`src/rtl/serial_addsub_pkg.sv`:
```
// ----------------------------------------------------------------------------
// serial_addsub_pkg
//   Shared types for the digit-serial add/subtract engine.
//   state_t : controller states (IDLE, RUN, DONE)
//   op_t    : operation select (OP_ADD / OP_SUB)
//   cnt_width() : digit-counter width, never below 1 bit so NDIG==1 still
//                 yields a legal vector.
// ----------------------------------------------------------------------------
package serial_addsub_pkg;

    typedef enum logic [1:0] {
        IDLE = 2'd0,
        RUN  = 2'd1,
        DONE = 2'd2
    } state_t;

    typedef enum logic {
        OP_ADD = 1'b0,
        OP_SUB = 1'b1
    } op_t;

    function automatic int cnt_width(input int n);
        return (n > 1) ? $clog2(n) : 1;
    endfunction

endpackage

```
`src/rtl/serial_addsub_engine_digit_adder.sv`:
```
// ----------------------------------------------------------------------------
// serial_digit_adder
//   Combinational DIGIT_W-bit adder slice with carry in/out. For subtraction
//   the B digit is inverted; the caller supplies the +1 through the first
//   carry-in, giving A + ~B + 1.
// Ports
//   a_i    [DIGIT_W-1:0]  A digit
//   b_i    [DIGIT_W-1:0]  B digit
//   op_i   op_t           OP_ADD / OP_SUB
//   cin_i                 carry in
//   s_o    [DIGIT_W-1:0]  digit sum
//   cout_o                carry out
// ----------------------------------------------------------------------------
module serial_digit_adder
    import serial_addsub_pkg::*;
#(
    parameter int DIGIT_W = 1
) (
    input  logic [DIGIT_W-1:0] a_i,
    input  logic [DIGIT_W-1:0] b_i,
    input  op_t                op_i,
    input  logic               cin_i,
    output logic [DIGIT_W-1:0] s_o,
    output logic               cout_o
);

    logic [DIGIT_W-1:0] b_eff;
    logic [DIGIT_W:0]   total;

    assign b_eff = (op_i == OP_SUB) ? ~b_i : b_i;
    assign total = {1'b0, a_i} + {1'b0, b_eff} + {{DIGIT_W{1'b0}}, cin_i};
    assign {cout_o, s_o} = total;

endmodule

```
`src/rtl/serial_addsub_engine.sv`:
```
// ----------------------------------------------------------------------------
// serial_addsub_engine
//   Digit-serial add/subtract engine. Operands are consumed DIGIT_W bits per
//   cycle, LSB digit first, over NDIG = NO_BIT/DIGIT_W RUN cycles. The result
//   register is written only on the last RUN cycle, so partial digits never
//   appear on o_sum, and it holds until the next operation completes.
//
//   Optional feature macro: SERIAL_ADDSUB_PARITY_EN adds o_parity = ^o_sum,
//   registered together with the result.
//
// State table
//   state | meaning
//   IDLE  | waiting for i_start
//   RUN   | one digit processed per cycle, o_busy high
//   DONE  | o_done pulse; i_start here re-enters RUN directly
//
// Ports
//   i_clk     clock, posedge
//   i_rstn    asynchronous active-low reset
//   i_start   start request, sampled when not busy
//   i_op      0 = add, 1 = subtract (sampled with i_start)
//   i_dinA    operand A (sampled with i_start)
//   i_dinB    operand B (sampled with i_start)
//   o_busy    high during RUN
//   o_done    one-cycle pulse, o_sum newly valid
//   o_sum     {carry/borrow, NO_BIT result bits}
//   o_parity  XOR of o_sum (SERIAL_ADDSUB_PARITY_EN only)
// ----------------------------------------------------------------------------
module serial_addsub_engine
    import serial_addsub_pkg::*;
#(
    parameter int NO_BIT  = 4,
    parameter int DIGIT_W = 1
) (
    input  logic              i_clk,
    input  logic              i_rstn,
    input  logic              i_start,
    input  logic              i_op,
    input  logic [NO_BIT-1:0] i_dinA,
    input  logic [NO_BIT-1:0] i_dinB,
    output logic              o_busy,
    output logic              o_done,
`ifdef SERIAL_ADDSUB_PARITY_EN
    output logic [NO_BIT:0]   o_sum,
    output logic              o_parity
`else
    output logic [NO_BIT:0]   o_sum
`endif
);

    localparam int NDIG  = NO_BIT / DIGIT_W;
    localparam int CNT_W = cnt_width(NDIG);
    localparam logic [CNT_W-1:0] CNT_LAST = CNT_W'(NDIG - 1);

    generate
        if ((DIGIT_W < 1) || (DIGIT_W > NO_BIT) || ((NO_BIT % DIGIT_W) != 0)) begin : g_bad_param
            $error("serial_addsub_engine: NO_BIT must be a positive multiple of DIGIT_W");
        end
    endgenerate

    state_t              state_q, state_d;
    logic [CNT_W-1:0]    cnt_q, cnt_d;
    logic [NO_BIT-1:0]   a_q, a_d;
    logic [NO_BIT-1:0]   b_q, b_d;
    op_t                 op_q, op_d;
    logic                carry_q, carry_d;
    logic [NO_BIT-1:0]   acc_q, acc_d;
    logic [NO_BIT:0]     sum_q, sum_d;

    logic [DIGIT_W-1:0]  dig_s;
    logic                dig_cout;
    logic [NO_BIT-1:0]   acc_shift;
    logic                final_msb;

    // Operand registers shift right, so the active digit is always at the bottom.
    serial_digit_adder #(
        .DIGIT_W (DIGIT_W)
    ) u_digit (
        .a_i    (a_q[DIGIT_W-1:0]),
        .b_i    (b_q[DIGIT_W-1:0]),
        .op_i   (op_q),
        .cin_i  (carry_q),
        .s_o    (dig_s),
        .cout_o (dig_cout)
    );

    // New digits enter at the top; after NDIG shifts the first digit is at bit 0.
    assign acc_shift = NO_BIT'({dig_s, acc_q} >> DIGIT_W);

    // With A + ~B + 1, a final carry of 1 means no borrow.
    assign final_msb = (op_q == OP_SUB) ? ~dig_cout : dig_cout;

    always_comb begin
        state_d = state_q;
        cnt_d   = cnt_q;
        a_d     = a_q;
        b_d     = b_q;
        op_d    = op_q;
        carry_d = carry_q;
        acc_d   = acc_q;
        sum_d   = sum_q;
        o_busy  = 1'b0;
        o_done  = 1'b0;

        case (state_q)
            IDLE: begin
                if (i_start) begin
                    state_d = RUN;
                end
            end
            RUN: begin
                o_busy  = 1'b1;
                a_d     = a_q >> DIGIT_W;
                b_d     = b_q >> DIGIT_W;
                carry_d = dig_cout;
                acc_d   = acc_shift;
                cnt_d   = cnt_q + CNT_W'(1);
                if (cnt_q == CNT_LAST) begin
                    state_d = DONE;
                    sum_d   = {final_msb, acc_shift};
                end
            end
            DONE: begin
                o_done  = 1'b1;
                state_d = i_start ? RUN : IDLE;
            end
            default: begin
                state_d = IDLE;
            end
        endcase

        // Operand capture happens on any accepted start, from IDLE or DONE.
        if ((state_q != RUN) && i_start) begin
            a_d     = i_dinA;
            b_d     = i_dinB;
            op_d    = op_t'(i_op);
            carry_d = i_op;
            cnt_d   = '0;
        end
    end

    always_ff @(posedge i_clk or negedge i_rstn) begin
        if (!i_rstn) begin
            state_q <= IDLE;
            cnt_q   <= '0;
            a_q     <= '0;
            b_q     <= '0;
            op_q    <= OP_ADD;
            carry_q <= 1'b0;
            acc_q   <= '0;
            sum_q   <= '0;
        end else begin
            state_q <= state_d;
            cnt_q   <= cnt_d;
            a_q     <= a_d;
            b_q     <= b_d;
            op_q    <= op_d;
            carry_q <= carry_d;
            acc_q   <= acc_d;
            sum_q   <= sum_d;
        end
    end

    assign o_sum = sum_q;

`ifdef SERIAL_ADDSUB_PARITY_EN
    logic parity_q;

    always_ff @(posedge i_clk or negedge i_rstn) begin
        if (!i_rstn) begin
            parity_q <= 1'b0;
        end else begin
            parity_q <= ^sum_d;
        end
    end

    assign o_parity = parity_q;
`endif

endmodule
```
`config.mk`:
```
export PLATFORM = sky130hd
export DESIGN_NAME = serial_addsub_engine
export DESIGN_NICKNAME = d
export VERILOG_FILES = /design/src/rtl/serial_addsub_pkg.sv /design/src/rtl/serial_addsub_engine_digit_adder.sv /design/src/rtl/serial_addsub_engine.sv
export SDC_FILE = /design/constraint.sdc
export NUM_CORES = 1
export LEC_CHECK = 0
export ABC_CLOCK_PERIOD_IN_PS = 4310
export CORE_MARGIN = 2
export CORE_UTILIZATION = 53
export CTS_CLUSTER_DIAMETER = 100
export DETAILED_ROUTE_END_ITERATION = 6
export HOLD_SLACK_MARGIN = 0.06
export PLACE_DENSITY = 0.81
export SYNTH_ARGS = -nofsm -noshare
export SYNTH_HDL_FRONTEND = slang
export SYNTH_SLANG_ARGS = --single-unit
```
`constraint.sdc`:
```
create_clock -name i_clk -period 4.31 [get_ports i_clk]
set_clock_uncertainty 0.15 [all_clocks]
set_input_delay 0.6465 -clock i_clk [delete_from_list [all_inputs] [get_ports i_clk]]
set_output_delay 0.6465 -clock i_clk [all_outputs]
set_load 0.05 [all_outputs]
```
==> metrics.md, run 1 <==
| Metric | Value |
|---|---|
| Run status | `finished clean` |
| Setup TNS after final layout | `0 ns` |
| Worst setup slack for register-to-register paths | `~2.8 ns` |
| Flip-flop and latch count after synthesis | `22` |
| Most frequent cell after synthesis | `sky130_fd_sc_hd__dfrtp_1` |
| Actual transition at the worst max-transition pin | `between 0.9 and 1 ns` |
| Internal power | `around 0.54 mW` |
| Filler Cell Count | `140` |
| Input/output buffers | `18` |
| # hold bufs at CTS | `0` |
| Number of buffers inserted during clock tree synthesis | `3` |
| Clock slew at reported path FFs | `approximately 0.11 ns` |
| Global routing usage summed across all routing layers | `0.1838` |
| Post-Synthesis Cells | `87` |
| Antenna violations before repair | `0` |
| Fraction of registers with async set/reset | `1.000` |
| Cell types with the highest counts after synthesis | `22 x sky130_fd_sc_hd__dfrtp_1, 19 x sky130_fd_sc_hd__nand2_1, 12 x sky130_fd_sc_hd__o21ai_0` |
| Cell Area, Synth | `just under 1000 µm²` |
| Y dimension of the die | `~47 µm` |
| Maximum number of pins on one net before global-route repair | `23` |
| Post-detailed-route wirelength per cell | `approximately 12 µm` |
| Worst-case vdd ir drop | `0.3701 mV` |
| Number of vias in the routed layout | `roughly 660` |
| Core Rows | `15` |
| Global route total overflow | `0` |
| Most used flip-flop cell after synthesis | `sky130_fd_sc_hd__dfrtp_1` |
| Class of the tightest hold or removal check | `flip-flop to flip-flop` |
| Clock network latency to the later pin of the worst-skew pair | `0.32 ns` |
| Detailed-placement wirelength estimate | `1132 µm` |
| Pre-antenna DRT Iters | `4` |
| EDFF count, synth | `0` |
| Critical setup path kind | `flip-flop to output pin` |
| RD Place Congestion | `a little under 0.7` |
| End of the worst register-to-register path | `o_sum[4]` |
| Setup violation total in the final timing report | `0` |
| Cts repair resizes | `0` |
| Post-route fraction of the period consumed by the critical path | `0.6901` |
| Clock tree from TritonCTS | `yes` |
| Total power divided by cell area | `between 700 and 800 nW/µm²` |
| Count of buffers added by post-CTS timing repair for setup | `0` |
| Fraction of layout instances using a drive strength above 1 | `0.09524` |
| Post-Route WL | `about 1600 µm` |
| Final-report hold violation count | `0` |
| R2R cell count | `4` |
| Buffer levels on the longest clock path | `2` |
| Antenna Diode Count | `0` |
| First-pass GRT wire length | `2697 µm` |
| Power dissipated by switching net loads | `around 0.37 mW` |
| Top cell type's share of synthesized area | `0.5648` |
| Clock sink count | `22` |
| Die Area | `about 2200 µm²` |
| Total leakage power | `0.5736 nW` |
| Max-capacitance violation count | `0` |
| Launching element of the worst setup path | `state_q[1]` |
| Effective utilization at floorplan | `0.5645` |
| Slew Limit Headroom | `0.3472` |
| Nets in the synthesized netlist | `about 100` |
| Reg2Reg Launch Point | `op_q` |
| Critical path required time | `approximately 3.5 ns` |
| Antenna violation net count after detailed routing | `0` |
| Post-synthesis cell type with the largest combined area | `sky130_fd_sc_hd__dfrtp_1` |
| Top fanout value on the critical path | `21` |
| Fraction of power consumed by the clock network | `0.173` |
| Number of nets in the layout | `120` |
| Setup repair after global routing missed its margin | `no` |
| Number of distinct standard cells referenced by the synthesized netlist | `20` |
| CTS root buf | `sky130_fd_sc_hd__clkbuf_4` |
| Comb pwr share | `0.440` |
| CP arrival | `2.18 ns` |
| H-tree levels | `1` |
| CORE AREA | `1727 µm²` |
| Drt first-iter violations | `10` |
| Layout overhead on the synthesized area | `22.46%` |
| Die W | `approximately 47 µm` |
| Number of top-level pins | `19` |
| Capture point of the critical path | `o_busy` |
| Number of warnings issued by yosys | `0` |
| Final critical-path required period | `2.974 ns` |
| Proportion of synthesized chip area in sequential cells | `0.5648` |
| Worst setup EP type | `output pin` |
| Vias per cell | `5.038` |
| Share of power burned in registers | `0.387` |
| Total power | `roughly 0.9 mW` |
| Count of unresolved DRC violations after routing | `0` |
| Switching power as a share of total power | `0.4026` |
| Final number of max-transition violations | `0` |
| Mean cell area of the mapped netlist | `approximately 11 µm²` |
| Via count of the first global-routing pass | `~620` |
| Category of the worst setup path launch point | `flip-flop` |
| Achievable frequency | `about 340 MHz` |
| Top post-synthesis cells by area | `sky130_fd_sc_hd__dfrtp_1 56%, sky130_fd_sc_hd__mux2i_1 8.2%, sky130_fd_sc_hd__nand2_1 7.3%` |
[registers in the layout, summed over array words and instances (netlist names)]
| signal | flops |
|---|---|
| carry_q | 1 |
| b_q | 4 |
| o_sum | 5 |
| op_q | 1 |
| a_q | 4 |
| state_q | 2 |
| acc_q | 3 |
| cnt_q | 2 |
[critical path, stage by stage (launching register included)]
cell and delay, ns:
sky130_fd_sc_hd__dfrtp_1 0.40, sky130_fd_sc_hd__nand2b_1 0.29, sky130_fd_sc_hd__inv_2 0.31, sky130_fd_sc_hd__clkdlybuf4s50_1 0.87
[per-layer routing]
layer / vias up / part of all wire / global-route usage / routed length, µm
li1: 322 / - / - / -
met1: 304 / 0.44 / 0.2419 / 692
met2: 25 / 0.49 / 0.2795 / 776
met3: 4 / 0.050 / 0.03462 / 78
met4: 0 / 0.018 / 0.1167 / 28
met5: - / 0 / 0 / 0
[cell usage in the layout, fill, tap and decap left out, types with 2 or more instances in the layout]
| cell | Yosys | layout |
|---|---|---|
| sky130_fd_sc_hd__mux2_2 | 3 | 3 |
| sky130_fd_sc_hd__nand2_1 | 19 | 19 |
| sky130_fd_sc_hd__clkbuf_4 | 0 | 3 |
| sky130_fd_sc_hd__o21ai_0 | 12 | 12 |
| sky130_fd_sc_hd__clkdlybuf4s50_1 | 0 | 18 |
| sky130_fd_sc_hd__mux2i_1 | 8 | 8 |
| sky130_fd_sc_hd__nand3_1 | 2 | 2 |
| sky130_fd_sc_hd__inv_1 | 4 | 4 |
| sky130_fd_sc_hd__dfrtp_1 | 22 | 22 |
| sky130_fd_sc_hd__nor2_1 | 2 | 2 |
[power by group through the flow]
| stage | registers (mW) | logic, mW | clock network [mW] |
|---|---|---|---|
| after global placement | 0.352 | 0.394 | 0 |
| after CTS | 0.353 | 0.406 | 0.162 |
| after floorplan | 0.420 | 0.255 | 0 |
| after global routing | 0.363 | 0.449 | 0.170 |
| after detailed placement | 0.357 | 0.405 | 0 |
| final | 0.351 | 0.399 | 0.157 |
[logic make-up (layout without fill, tap and decap cells)]
| logic type | after synthesis | after routing | synth area share |
|---|---|---|---|
| AND/OR/NAND/NOR | 26 | 26 | 0.1181 |
| flip-flops | 22 | 22 | 0.5648 |
| AO/OA/AOI/OAI | 15 | 15 | 0.08344 |
| multiplexers | 11 | 11 | 0.1168 |
| buffers and inverters | 9 | 27 | 0.06546 |
| adder cells (fa/ha/maj) | 2 | 2 | 0.03337 |
| XOR/XNOR | 2 | 2 | 0.01798 |
[per-stage QoR]
step	utilization	hold WS [ns]	setup WS, ns	instances	instance area, µm²
6_report	0.6913	0.3532	1.336	130	1194
5_1_grt	0.6913	0.3837	1.207	130	1194
4_1_cts	0.6913	0.3575	1.319	130	1194
3_5_place_dp	0.6609	0.3291	1.662	126	1141
3_3_place_gp	0.6609	0.3117	1.731	126	1141
2_1_floorplan	-	0.2009	2.643	87	974.7
[worst min-delay path by stage]
stage	from	end	depth (start not counted)
final	o_sum[3]	o_sum[3]	2
after global routing	b_q[3]	b_q[2]	2
after CTS	b_q[3]	b_q[2]	2
after detailed placement	a_q[1]	a_q[0]	2
after global placement	o_sum[4]	o_sum[4]	2
after floorplan	i_rstn	a_q[0]	0
[layout make-up]
cell class	count	area (µm²)	share of cell area
Sequential cell	22	550.5	0.4612
Multi-Input combinational cell	56	360.3	0.3019
Timing Repair Buffer	18	180.2	0.1509
Tap cell	25	31.28	0.02621
Clock inverter	1	30.03	0.02516
Clock buffer	3	22.52	0.01887
Inverter	5	18.77	0.01572
(Power assumes the default switching activity.)
==> inputs of run 2 (changes only) <==
--- a/config.mk
+++ b/config.mk
@@ -5,13 +5,13 @@
 export SDC_FILE = /design/constraint.sdc
 export NUM_CORES = 1
 export LEC_CHECK = 0
-export ABC_CLOCK_PERIOD_IN_PS = 4310
+export ABC_CLOCK_PERIOD_IN_PS = 2700
 export CORE_MARGIN = 2
-export CORE_UTILIZATION = 53
+export CORE_UTILIZATION = 44
 export CTS_CLUSTER_DIAMETER = 100
 export DETAILED_ROUTE_END_ITERATION = 6
 export HOLD_SLACK_MARGIN = 0.06
-export PLACE_DENSITY = 0.81
+export PLACE_DENSITY = 0.72
 export SYNTH_ARGS = -nofsm -noshare
 export SYNTH_HDL_FRONTEND = slang
 export SYNTH_SLANG_ARGS = --single-unit
==> constraint.sdc (replaced) <==
create_clock -name i_clk -period 2.7 [get_ports i_clk]
set_clock_uncertainty 0.15 [all_clocks]
set_input_delay 0.405 -clock i_clk [delete_from_list [all_inputs] [get_ports i_clk]]
set_output_delay 0.405 -clock i_clk [all_outputs]
set_load 0.05 [all_outputs]
==> run 2 against run 1 <==
Cell area increased by 0.21%. Global-route usage down 4.0 points. Cell count increased by 3.8%. Flip-flop and latch count is the same. Sequential power grew 58%. Critical path type unchanged. Critical endpoint unchanged. Largest power group unchanged.
==> metrics.md, run 2 (synthesis gave the netlist of run 1 again) <==
| Metric | Value |
|---|---|
| Input/output buffers | `18` |
| Die Area | `between 2000 and 3000 µm²` |
| Non-filler instance count after layout | `135` |
| Final-report hold violation count | `0` |
| Actual transition at the worst max-transition pin | `between 0.5 and 0.6 ns` |
| Global routing usage summed across all routing layers | `0.1436` |
| Count of unresolved DRC violations after routing | `0` |
| Clock network latency to the later pin of the worst-skew pair | `0.31 ns` |
| Critical setup path kind | `flip-flop to output pin` |
| Number of buffers inserted during clock tree synthesis | `3` |
| Vias per cell | `between 5 and 6` |
| Antenna violations before repair | `0` |
| Fraction of layout instances using a drive strength above 1 | `0.1121` |
| Pre-antenna DRT Iters | `4` |
| Slew Limit Headroom | `0.6052` |
| Y dimension of the die | `just over 50 µm` |
| Clock sink count | `22` |
| # hold bufs at CTS | `0` |
| Slowest cell on crit path | `sky130_fd_sc_hd__clkdlybuf4s50_1` |
| Post-Route WL | `between 1500 and 2000 µm` |
| Via count of the first global-routing pass | `around 700` |
| Number of nets in the layout | `~120` |
| CORE AREA | `2148 µm²` |
| Number of cells after detailed placement | `between 100 and 150` |
| Clock tree from TritonCTS | `yes` |
| Detailed-placement wirelength estimate | `roughly 1100 µm` |
| Number of vias in the routed layout | `680` |
| Global route total overflow | `0` |
| Maximum number of pins on one net before global-route repair | `23` |
| Run status | `finished clean` |
| Clock slew at reported path FFs | `between 0.1 and 0.15 ns` |
| Drt first-iter violations | `2` |
| Final critical-path required period | `2.519 ns` |
| Worst setup EP type | `output pin` |
| Filler Cell Count | `199` |
| Setup violation total in the final timing report | `0` |
| Delay of the slowest cell on the worst path | `0.81 ns` |
| Buffer levels on the longest clock path | `2` |
| R2R cell count | `4` |
| Total leakage power | `approximately 0.58 nW` |
| First-pass GRT wire length | `2746 µm` |
| Worst-case vdd ir drop | `approximately 0.66 mV` |
| Top fanout value on the critical path | `10` |
| Achievable frequency | `between 300 and 400 MHz` |
| Antenna violation net count after detailed routing | `0` |
| Max-capacitance violation count | `0` |
| Number of top-level pins | `19` |
| Setup repair after global routing missed its margin | `no` |
| CP delay by family, top | `buffers and inverters` |
| Post-route fraction of the period consumed by the critical path | `0.9330` |
| Most frequent standard cell in the layout excluding fill and tap cells | `sky130_fd_sc_hd__dfrtp_1` |
| CTS root buf | `sky130_fd_sc_hd__clkbuf_4` |
| Critical path required time | `about 2.1 ns` |
| H-tree levels | `1` |
| Antenna Diode Count | `0` |
| Layout overhead on the synthesized area | `22.72%` |
| Largest register FFs | `5` |
| Post-detailed-route wirelength per cell | `~12 µm` |
| RD Place Congestion | `between 0.7 and 0.8` |
| Final number of max-transition violations | `0` |
| WP buf/inv | `2` |
| Die W | `~50 µm` |
| Worst setup slack for register-to-register paths | `roughly 1.2 ns` |
| Class of the tightest hold or removal check | `primary input to async pin` |
| Total power divided by cell area | `roughly 1200 nW/µm²` |
| Cts repair resizes | `0` |
| Reg2Reg Launch Point | `op_q` |
| CP arrival | `between 1.5 and 2 ns` |
| Count of buffers added by post-CTS timing repair for setup | `0` |
| Core Rows | `17` |
| Category of the worst setup path launch point | `flip-flop` |
| Commonest cells after routing, fill and taps aside | `22 x sky130_fd_sc_hd__dfrtp_1, 19 x sky130_fd_sc_hd__nand2_1, 18 x sky130_fd_sc_hd__clkdlybuf4s50_1` |
| Worst-path cell chain | `nand2b_1, inv_2, clkdlybuf4s50_1` |
| Effective utilization at floorplan | `0.4537` |
| Setup TNS after final layout | `0 ns` |
| End of the worst register-to-register path | `o_sum[4]` |
[run 2: cell types whose count changed in the layout (fill, tap and decap cells not counted)]
cell,change
sky130_fd_sc_hd__buf_4,+2
sky130_fd_sc_hd__bufinv_16,-1
sky130_fd_sc_hd__clkbuf_8,+1
[run 2: cell type report]
| type | instances | area (µm²) | share of cell area |
|---|---|---|---|
| well taps | 28 | 35.03 | 0.02929 |
| clock buffers | 4 | 36.28 | 0.03033 |
| multi-input cells | 56 | 360.3 | 0.3013 |
| flip-flops and latches | 22 | 550.5 | 0.4602 |
| inverters | 5 | 18.77 | 0.01569 |
| repair buffers | 20 | 195.2 | 0.1632 |
[run 2: how the worst max path moves through the flow]
| stage | slack [ns] | cells after the start | from | endpoint |
|---|---|---|---|---|
| 2_1_floorplan | 1.27 | 4 | state_q[1] | o_busy |
| 3_3_place_gp | 0.58 | 3 | state_q[1] | o_busy |
| 3_5_place_dp | 0.54 | 3 | state_q[1] | o_busy |
| 4_1_cts | 0.17 | 3 | state_q[1] | o_busy |
| 5_1_grt | 0.07 | 3 | state_q[1] | o_busy |
| 6_report | 0.18 | 3 | state_q[1] | o_busy |
[run 2: stage by stage]
step	cell area (µm²)	setup WS, ns	power [mW]	hold slack [ns]	util
finish	1196	0.1809	1.400	0.2776	0.5568
global route	1196	0.07119	1.513	0.2884	0.5568
CTS	1196	0.1663	1.421	0.2777	0.5568
detailed placement	1160	0.5430	1.232	0.3203	0.5399
global placement	1160	0.5785	1.210	0.3080	0.5399
floorplan	974.7	1.274	1.079	-0.04059	-
[run 2: worst register-to-register path: cells and delay by family, from the launching register on]
kind | cells | cell delay, ns
compound gates | 1 | 0.15
xor+xnor | 2 | 0.31
fa+ha+maj | 1 | 0.41
flops | 1 | 0.43
[run 2: report_power, final]
group | total [mW] | internal (mW) | switching, mW
clock | 0.186 | 0.0825 | 0.103
sequential | 0.556 | 0.475 | 0.0808
combinational | 0.658 | 0.255 | 0.403
[run 2: routing by layer]
layer  routed length, µm  up-vias  share of wire  GRT usage
met5                   0        -              0          0
met2                 724       19           0.45     0.2381
li1                    -      329              -          -
met4                  48        0          0.030    0.09459
met1                 765      327           0.47     0.1673
met3                  83        5          0.051    0.02924
==> inputs of run 3 (changes only) <==
--- a/config.mk
+++ b/config.mk
@@ -5,13 +5,13 @@
 export SDC_FILE = /design/constraint.sdc
 export NUM_CORES = 1
 export LEC_CHECK = 0
-export ABC_CLOCK_PERIOD_IN_PS = 2700
+export ABC_CLOCK_PERIOD_IN_PS = 2900
 export CORE_MARGIN = 2
-export CORE_UTILIZATION = 44
+export CORE_UTILIZATION = 53
 export CTS_CLUSTER_DIAMETER = 100
 export DETAILED_ROUTE_END_ITERATION = 6
 export HOLD_SLACK_MARGIN = 0.06
-export PLACE_DENSITY = 0.72
+export PLACE_DENSITY = 0.81
 export SYNTH_ARGS = -nofsm -noshare
 export SYNTH_HDL_FRONTEND = slang
 export SYNTH_SLANG_ARGS = --single-unit
==> constraint.sdc (replaced) <==
create_clock -name i_clk -period 2.9 [get_ports i_clk]
set_clock_uncertainty 0.15 [all_clocks]
set_input_delay 0.435 -clock i_clk [delete_from_list [all_inputs] [get_ports i_clk]]
set_output_delay 0.435 -clock i_clk [all_outputs]
set_load 0.05 [all_outputs]
==> run 3 against run 2 <==
Utilization is 13 points higher. Non-clock buffer count stayed put. Via count down 3.5%. Combinational power down 6.8%. Clock power shrank 12%. Largest cell class unchanged. Worst setup slack better by 0.18 ns. Global-route usage up 3.6 points. Count of clock-buffer cells in the layout unchanged. Cell count fell by 2.2%.
==> metrics.md, run 3 (synthesis gave the netlist of run 1 again) <==
| Metric | Value |
|---|---|
| Top fanout value on the critical path | `10` |
| Achievable frequency | `394.0 MHz` |
| Actual transition at the worst max-transition pin | `~0.59 ns` |
| Most frequent standard cell in the layout excluding fill and tap cells | `sky130_fd_sc_hd__dfrtp_1` |
| Internal power | `0.7564 mW` |
| Die W | `46.89 µm` |
| CP arrival | `a little under 2 ns` |
| H-tree levels | `1` |
| First-pass GRT wire length | `2753 µm` |
| Via count of the first global-routing pass | `692` |
| RD Place Congestion | `0.7173` |
| Input/output buffers | `18` |
| Fraction of power consumed by the clock network | `0.127` |
| Crit path setup slack, layout | `0.3622 ns` |
| Hold slack | `0.3143 ns` |
| Share of power burned in registers | `0.402` |
| Critical setup path kind | `flip-flop to output pin` |
| Final number of max-transition violations | `0` |
| CORE AREA | `approximately 1700 µm²` |
| Slew Limit Headroom | `0.6045` |
| Y dimension of the die | `46.89 µm` |
| Buffer levels on the longest clock path | `2` |
| Number of top-level pins | `19` |
| Global routing usage summed across all routing layers | `0.1797` |
| Antenna Diode Count | `0` |
| Setup TNS after final layout | `0 ns` |
| Antenna violation net count after detailed routing | `0` |
| Delay of the slowest cell on the worst path | `0.81 ns` |
| Number of vias in the routed layout | `about 660` |
| Final-report hold violation count | `0` |
| # hold bufs at CTS | `0` |
| Post-Route WL | `between 1500 and 2000 µm` |
| Max-capacitance violation count | `0` |
| Class of the tightest hold or removal check | `primary input to async pin` |
| Count of buffers added by post-CTS timing repair for setup | `0` |
| Switching power as a share of total power | `0.4178` |
| Total power divided by cell area | `around 1100 nW/µm²` |
| Core Rows | `15` |
| Worst-path cell chain | `nand2b_1, inv_2, clkdlybuf4s50_1` |
| Worst Setup Slack post-DPL | `between 0.7 and 0.8 ns` |
| Number of nets in the layout | `between 100 and 150` |
| Fraction of layout instances using a drive strength above 1 | `0.1121` |
| Global route total overflow | `0` |
| Total leakage power | `around 0.58 nW` |
| Antenna violations before repair | `0` |
| Cts repair resizes | `0` |
| Setup violation total in the final timing report | `0` |
| Pre-antenna DRT Iters | `4` |
| Number of buffers inserted during clock tree synthesis | `3` |
| Clock tree from TritonCTS | `yes` |
| CTS root buf | `sky130_fd_sc_hd__clkbuf_4` |
| Detailed-placement wirelength estimate | `around 1200 µm` |
| Run status | `finished clean` |
| Critical path required time | `~2.3 ns` |
| Setup repair after global routing missed its margin | `no` |
| Effective utilization at floorplan | `0.5645` |
| Clock sink count | `22` |
| Final critical-path required period | `roughly 2.5 ns` |
| Clock network latency to the later pin of the worst-skew pair | `roughly 0.30 ns` |
| Power dissipated by switching net loads | `around 0.54 mW` |
| Die Area | `2198 µm²` |
| Comb pwr share | `0.472` |
| Post-detailed-route wirelength per cell | `between 10 and 15 µm` |
| Category of the worst setup path launch point | `flip-flop` |
| Clock slew at reported path FFs | `around 0.12 ns` |
| Final core utilization | `0.6906` |
| Post-route fraction of the period consumed by the critical path | `0.8751` |
| Slowest cell on crit path | `sky130_fd_sc_hd__clkdlybuf4s50_1` |
| Worst-case vdd ir drop | `roughly 0.75 mV` |
| Worst setup EP type | `output pin` |
| Maximum number of pins on one net before global-route repair | `23` |
| Vias per cell | `4.970` |
| Layout overhead on the synthesized area | `22.34%` |
| Commonest cells after routing, fill and taps aside | `22 x sky130_fd_sc_hd__dfrtp_1, 19 x sky130_fd_sc_hd__nand2_1, 18 x sky130_fd_sc_hd__clkdlybuf4s50_1` |
| Drt first-iter violations | `8` |
| Count of unresolved DRC violations after routing | `0` |
| Total power | `1.299 mW` |
| Largest register FFs | `5` |
==> run 3: cell counts in the layout (fill, tap and decap cells not counted) <==
Identical to the previous run, type by type.
==> run 3: worst max-delay path, delay by kind of cell (launching register included) <==
| kind | cells | cell delay (ns) |
|---|---|---|
| buffers and inverters | 2 | 0.93 |
| DFF | 1 | 0.40 |
| and+or+nand+nor | 1 | 0.32 |
==> run 3: power groups by stage <==
stage	combinational [mW]	sequential, mW	clock (mW)
after floorplan	0.379	0.625	0
after global placement	0.600	0.520	0
after detailed placement	0.622	0.532	0
after CTS	0.623	0.524	0.173
after global routing	0.685	0.538	0.180
final	0.613	0.522	0.164
==> run 3: routing by layer <==
metal / vias up / GRT usage / routed length, µm
met5: - / 0 / 0
met4: 0 / 0.08333 / 10
met3: 2 / 0.02308 / 59
met2: 15 / 0.3342 / 836
met1: 311 / 0.2015 / 693
li1: 328 / - / -
==> run 3: worst paths after layout <==
path	cells past startpoint	endpoint	slack [ns]	from
setup / recovery	3	o_busy	0.36	state_q[1]
setup reg to reg	4	o_sum[4]	1.37	op_q
min in group i_clk	2	acc_q[1]	0.34	acc_q[1]
max in group asynchronous	2	b_q[0]	2.06	i_rstn
hold reg to reg	2	acc_q[1]	0.34	acc_q[1]
hold / removal	2	o_sum[4]	0.31	i_rstn
==> run 3: final cells by class <==
type	count	area, µm²
flip-flops and latches	22	550.5
fillers	152	534.3
multi-input cells	56	360.3
repair buffers	20	195.2
clock buffers	4	36.28
well taps	25	31.28
inverters	5	18.77
==> run 3: per-stage QoR <==
step / area (µm²) / std cells
after floorplan: 974.7 / 87
after global placement: 1156 / 128
after detailed placement: 1156 / 128
after CTS: 1192 / 132
after global routing: 1192 / 132
final: 1192 / 132
